**src/rtl/wddl_precharge_seq.sv**
```systemverilog
// Purpose: feeds WDDL dual-rail registers. Drives precharge/evaluate, puts complementary rails out, and checks the returned rails.
// Latency: the word is on the rails 1 cycle after the handshake. out_valid_o follows EVAL_CYCLES+1 cycles after the handshake.
// Backpressure: in_ready_o is high only in IDLE. The minimum word period is EVAL_CYCLES+PRE_CYCLES+1 cycles.
module wddl_precharge_seq #(
  parameter int WIDTH       = 4,
  parameter int EVAL_CYCLES = 1,
  parameter int PRE_CYCLES  = 1
) (
  input  logic             clk,
  input  logic             rst_i,
  input  logic             in_valid_i,
  input  logic [WIDTH-1:0] in_data_i,
  output logic             in_ready_o,
  output logic             prechrg_o,
  output logic [WIDTH-1:0] d_t_o,
  output logic [WIDTH-1:0] d_f_o,
  input  logic [WIDTH-1:0] q_t_i,
  input  logic [WIDTH-1:0] q_f_i,
  output logic             out_valid_o,
  output logic [WIDTH-1:0] out_data_o,
  output logic             err_o
);

  localparam int MAX_CYC = (EVAL_CYCLES > PRE_CYCLES) ? EVAL_CYCLES : PRE_CYCLES;
  localparam int CW      = (MAX_CYC < 1) ? 1 : $clog2(MAX_CYC + 1);

  localparam logic [CW-1:0] EVAL_LOAD = CW'(EVAL_CYCLES - 1);
  localparam logic [CW-1:0] PRE_LOAD  = CW'(PRE_CYCLES - 1);

  localparam logic [1:0] S_IDLE = 2'd0;
  localparam logic [1:0] S_EVAL = 2'd1;
  localparam logic [1:0] S_PRE  = 2'd2;

  logic [1:0]       r_state;
  logic [CW-1:0]    r_cnt;
  logic [WIDTH-1:0] r_word;
  logic             r_pre_first;
  logic             r_prechrg;
  logic [WIDTH-1:0] r_d_t;
  logic [WIDTH-1:0] r_d_f;
  logic             r_in_ready;
  logic             r_out_valid;
  logic [WIDTH-1:0] r_out_data;
  logic             r_err;

  logic w_hs;
  logic w_cnt_zero;
  logic w_eval_viol;
  logic w_pre_viol;

  assign w_hs       = in_valid_i & r_in_ready;
  assign w_cnt_zero = (r_cnt == '0);
  // During evaluate, each bit must differ from its complement. Equal rails on any bit are an encoding fault.
  assign w_eval_viol = |(~(q_t_i ^ q_f_i));
  // After the first discharge cycle, every rail must be low during precharge.
  assign w_pre_viol  = |(q_t_i | q_f_i);

  assign in_ready_o  = r_in_ready;
  assign prechrg_o   = r_prechrg;
  assign d_t_o       = r_d_t;
  assign d_f_o       = r_d_f;
  assign out_valid_o = r_out_valid;
  assign out_data_o  = r_out_data;
  assign err_o       = r_err;

  // Phase sequencer. prechrg and the rails update on the same edge, so evaluate never shows all-zero rails.
  always_ff @(posedge clk) begin
    if (rst_i) begin
      r_state     <= S_IDLE;
      r_cnt       <= '0;
      r_word      <= '0;
      r_pre_first <= 1'b0;
      r_prechrg   <= 1'b1;
      r_d_t       <= '0;
      r_d_f       <= '0;
      r_in_ready  <= 1'b1;
      r_out_valid <= 1'b0;
      r_out_data  <= '0;
      r_err       <= 1'b0;
    end else begin
      r_out_valid <= 1'b0;
      case (r_state)
        S_IDLE: begin
          if (w_hs) begin
            r_word     <= in_data_i;
            r_cnt      <= EVAL_LOAD;
            r_state    <= S_EVAL;
            r_prechrg  <= 1'b0;
            r_d_t      <= in_data_i;
            r_d_f      <= ~in_data_i;
            r_in_ready <= 1'b0;
          end
        end
        S_EVAL: begin
          // The word register is the single source for the rails while evaluating.
          r_d_t <= r_word;
          r_d_f <= ~r_word;
          if (w_cnt_zero) begin
            r_out_data  <= q_t_i;
            r_out_valid <= 1'b1;
            if (w_eval_viol) r_err <= 1'b1;
            r_cnt       <= PRE_LOAD;
            r_state     <= S_PRE;
            r_pre_first <= 1'b1;
            r_prechrg   <= 1'b1;
            r_d_t       <= '0;
            r_d_f       <= '0;
          end else begin
            r_cnt <= r_cnt - 1'b1;
          end
        end
        S_PRE: begin
          r_pre_first <= 1'b0;
          // The first precharge cycle is exempt. It gives the downstream register time to discharge.
          if (!r_pre_first && w_pre_viol) r_err <= 1'b1;
          if (w_cnt_zero) begin
            r_state    <= S_IDLE;
            r_in_ready <= 1'b1;
          end else begin
            r_cnt <= r_cnt - 1'b1;
          end
        end
        default: begin
          r_state    <= S_IDLE;
          r_cnt      <= '0;
          r_prechrg  <= 1'b1;
          r_d_t      <= '0;
          r_d_f      <= '0;
          r_in_ready <= 1'b1;
        end
      endcase
    end
  end

endmodule
```
**config.mk**
```make
export PLATFORM = sky130hd
export DESIGN_NAME = wddl_precharge_seq
export DESIGN_NICKNAME = d
export VERILOG_FILES = /design/src/rtl/wddl_precharge_seq.sv
export SDC_FILE = /design/constraint.sdc
export NUM_CORES = 1
export LEC_CHECK = 0
export ABC_AREA = 1
export BUFFER_PORTS_ARGS = -buffer_cell sky130_fd_sc_hd__buf_2
export CORE_MARGIN = 1
export CORE_UTILIZATION = 40
export DETAILED_ROUTE_END_ITERATION = 16
export GPL_TIMING_DRIVEN = 1
export PLACE_DENSITY = 0.77
export RECOVER_POWER = 100
export SYNTH_ARGS = -nofsm -noshare
export SYNTH_HDL_FRONTEND = slang
export SYNTH_SLANG_ARGS = --single-unit
```
**constraint.sdc**
```tcl
create_clock -name clk -period 1.6 [get_ports clk]
set_input_delay 0.32 -clock clk [delete_from_list [all_inputs] [get_ports clk]]
set_output_delay 0.32 -clock clk [all_outputs]
set_load 0.05 [all_outputs]
```
Word level (Yosys, flattened, before mapping) --
Index checks and enable logic that the tools add are counted.
Operators by class: $add $sub $neg 1, equality and inequality tests 7, bitwise gates (word level) 9, mux-type cells 22, reduce and logical (&&, ||, !) cells 16
Operators with widths (number):
- 4-bit one-hot mux with 3 select lines | 2
- 4-bit 2-to-1 mux | 4
- 4-bit NOT | 3
- 2-bit inequality test (second input constant) | 5
- 3-bit AND reduction | 3
- 2-bit AND reduction | 4
- 4-bit OR reduction | 2
- 1-bit 2-to-1 mux | 7
- 2-bit 2-to-1 mux | 3
- 1-bit one-hot mux with 2 select lines | 3
- 1-bit one-hot mux with 3 select lines | 2
- 2-bit one-hot mux with 3 select lines | 1
- 4-bit bitwise OR | 1
- 4-bit AND reduction | 1
- 2-bit OR reduction | 2
- 4-bit XOR | 1
- 1-bit NOT | 3
- 2-bit by 1-bit == test with 1-bit output (second input constant) | 1
- 2-bit == test (second input constant) | 1
- 2-bit logical NOT | 1
- 2-bit nonzero test | 1
- 1-bit AND | 1
- 1-bit logical AND | 1
- 1-bit logical NOT | 1
- 1-bit subtractor (second input constant) | 1
Storage, ports and cells: register bits after elaboration 24, logic and storage cells 66

Depth between registers and ports, before layout --
word-level depth 6, mapped depth 8, depth with buffers taken out 7

Worst setup path before layout --
OpenSTA, ideal clock, no wires.
path kind register to register, start register r_in_ready, in the netlist in_ready_o, end register r_prechrg, in the netlist prechrg_o, arrival time 1236 ps, required time 1481 ps, setup slack 246 ps, stages on the path, launching flop included 7, setup time 119 ps, cell sequence dfxtp_1 -> nand2_1 -> nand2_4 -> nand2_4 -> buf_8 -> a21oi_2 -> o21ai_1
Between the ends: cells in the longest elaborated chain, start to end 3
RTL lines:
- start: declaration | RTL line 41 | logic r_in_ready;
- start signal: assignment | RTL line 76 | r_in_ready <= 1'b1;
- start signal: assignment | RTL line 91 | r_in_ready <= 1'b0;
- start signal: assignment | RTL line 118 | r_in_ready <= 1'b1;
- 1-bit AND | RTL line 51 | assign w_hs = in_valid_i & r_in_ready;
- 2-bit inequality test (no line)
- 3-bit AND reduction (no line)
- end signal: assignment | RTL line 73 | r_prechrg <= 1'b1;
- end signal: assignment | RTL line 88 | r_prechrg <= 1'b0;
- end signal: assignment | RTL line 105 | r_prechrg <= 1'b1;
- end: declaration | RTL line 38 | logic r_prechrg;
No other way between the ends. A chain may end at the register's enable or synchronous reset.

Final worst setup path --
start register r_d_t[2], in the netlist d_t_o[2], end output d_t_o[2]
RTL lines:
- start: declaration | RTL line 39 | logic [WIDTH-1:0] r_d_t;
- start signal: assignment | RTL line 89 | r_d_t <= in_data_i;
- start signal: assignment | RTL line 96 | r_d_t <= r_word;
- end: declaration | RTL line 15 | output logic [WIDTH-1:0] d_t_o,
No word-level cell between the ends.

==> flow_metrics.env <==
export IMPL_outcome="completed"
export IMPL_post_route_cell_area_sq_mm=0.00106
export IMPL_use_met3=0.0309
export IMPL_crit_path_max_fanout=2
export IMPL_vias=787
export IMPL_placed_cell_area_sq_mm=0.00105
export IMPL_grt_use_met2=0.282
export IMPL_min_period_ps=1470
export IMPL_fin_skew_ps=3.41
export IMPL_crit_arrival_ps=1150
export IMPL_ctsResizeCount=0
export IMPL_syn2layout_area_growth_pct=16.0
export IMPL_crit_type="reg2out"
export IMPL_place_ws_ps=175
export IMPL_portBuffers=30
export IMPL_drt_wl_total_mm=1.69
export IMPL_yosysSeqAreaShare=0.416
export IMPL_drc_errors=0
export IMPL_cts_clk_slew_worst_paths_ps=100
export IMPL_grt_max_degree=13
export IMPL_antenna_found_initial=0
export IMPL_nNetsFinal=164
export IMPL_cts_sinks=19
export IMPL_drtIter0Drc=7
export IMPL_required_ps=1280
export IMPL_cp_slowest_stage_delay_ps=480
export IMPL_hold_start="q_t_i[2]"
export IMPL_start_util=0.444
export IMPL_io_pins=31
export IMPL_rr_worst_depth=7
export IMPL_hold_violations=0
export IMPL_dp_cells=163
export IMPL_busiest_layer="met2"
export IMPL_root_buffer="clkbuf_4"
export IMPL_setup_slack_ps=135
export IMPL_grt_pass1_vias=742
export IMPL_place_gp_congestion=0.766
export IMPL_cp_end_kind="output port"
export IMPL_whs_path_depth=3
export IMPL_hold_path_class="in2reg"
export IMPL_clockBufferDepth=2
export IMPL_dp_hpwl_mm=1.33
export IMPL_start_kind="flop"
export IMPL_cts_tree="yes"
export IMPL_htree_levels=1
export IMPL_syn_area_sq_um=915
export IMPL_cts_buffers=3
export IMPL_fp_dieW_microns=49.8
export IMPL_clk_latency_ps=300
export IMPL_worstHoldEndpoint="out_data_o[2]"
export IMPL_r2r_slack_ps=140
export IMPL_setup_tns_ps=0
export IMPL_grt_pass1_wl_mm=3.04
export IMPL_final_cells=167
export IMPL_diodes=0
export IMPL_crit_buf_inv=1
export IMPL_dieArea_sq_mm=0.00248
export IMPL_ys_ff_latch=19
export IMPL_grt_overflow=0
export IMPL_worstPathCellList="clkbuf_1"
export IMPL_post_cts_buffers=0
export IMPL_relSlewSlack=0.603
export IMPL_reg2reg_from="r_state[1]"
export IMPL_crit_family="buffers and inverters"
export IMPL_syn_nets=134
export IMPL_worst_pin_slew_ps=599
export IMPL_drive_gt1_frac=0.257
export IMPL_setup_viol_count_final=0
export IMPL_viasPerCell=4.71
export IMPL_r2r_end="d_t_o[2]"
export IMPL_die_y_microns=49.8
export IMPL_ant_nets=0
export IMPL_core_area_sq_mm=0.00206
export IMPL_cpMaxStageDelayCell="clkbuf_1"
export IMPL_grt_setup_unrepaired="no"
export IMPL_ys_warn_count=0
export IMPL_rows=16
export IMPL_wl_per_cell_microns=10.1
export IMPL_period_share=0.916
export IMPL_dr_pass1_iters=4
export IMPL_max_cap_viol_count=0
export IMPL_final_max_slew_viol_count=0
export IMPL_synth_avg_cell_area_sq_um=8.24
export IMPL_synthCells=111
export IMPL_use_met1=0.179
export IMPL_max_freq_mhz=682
export IMPL_track_usage=0.160
export IMPL_synth_distinct_cells=18
export IMPL_cts_hold_buffers=0
-- final cells by class --
type	instances	area, sq um
clock inverters	1	5.00
multi-input cells	68	409
inverters	19	71.3
well taps	27	33.8
repair buffers	30	139
clock buffers	3	22.5
flip-flops and latches	19	380
fillers	214	1000
-- worst min-delay path: stages --
cell and delay [ps]:
buf_2 90, inv_1 60, a21oi_1 60
-- routing by layer --
| metal | up-vias | share of wire |
|---|---|---|
| li1 | 406 | - |
| met1 | 343 | 0.43 |
| met2 | 34 | 0.48 |
| met3 | 4 | 0.068 |
| met4 | 0 | 0.017 |
| met5 | - | 0 |
-- worst max path at each step --
stage	from	to	slack, ps	depth (start not counted)
after floorplan	in_ready_o	prechrg_o	250	6
after global placement	r_state[1]	d_t_o[0]	250	7
after detailed placement	r_state[0]	d_t_o[2]	170	7
after CTS	r_state[1]	d_t_o[2]	150	7
after global routing	r_state[1]	d_t_o[3]	20	7
final	d_t_o[2]	d_t_o[2]	130	1
-- layout by cell type, fill, tap and decap left out --
master    synthesis  final
dfxtp_1          19     19
inv_1            18     18
nor2_1           15     15
buf_2             1     14
o21ai_0           9      9
a21oi_1           8      9
clkbuf_1          0      9
ha_1              8      8
clkbuf_2          0      7
nand2_1           6      6
nand3_1           5      5
o21ai_1           5      5
nand2_2           4      4
a21oi_2           5      4
clkbuf_4          0      3
nand2_4           2      2
inv_2             1      1
o211ai_1          1      1
clkinv_2          0      1
-- per-stage QoR --
step | hold slack (ps) | utilization
after floorplan | 477 | -
after global placement | 439 | 0.508
after detailed placement | 440 | 0.508
after CTS | 272 | 0.522
after global routing | 274 | 0.515
final | 275 | 0.515
-- cells by family after synthesis --
group,count (synthesis),synth area share
AO/OA/AOI/OAI,28,0.176
adder cells (fa/ha/maj),8,0.109
buffers and inverters,24,0.133
flip-flops,19,0.416
AND/OR/NAND/NOR,32,0.166
-- flip-flops by register name, indices dropped and copies added, names as in the netlist --
| name | count |
|---|---|
| out_data_o | 4 |
| d_t_o | 4 |
| prechrg_o | 1 |
| r_state | 2 |
| d_f_o | 4 |
| r_pre_first | 1 |
| in_ready_o | 1 |
| out_valid_o | 1 |
| err_o | 1 |
-- cell usage after synthesis, drive strengths merged --
cell / instances / area (sq um)
a21oi: 13 / 83.8
buf: 5 / 50.0
dfxtp: 19 / 380
ha: 8 / 100
inv: 19 / 71.3
nand2: 12 / 70.1
nand3: 5 / 25.0
nor2: 15 / 56.3
o211ai: 1 / 7.51
o21ai: 14 / 70.1
Power is not shown: default switching activity piles up to over one toggle a cycle in this logic, so the estimate is an artifact.
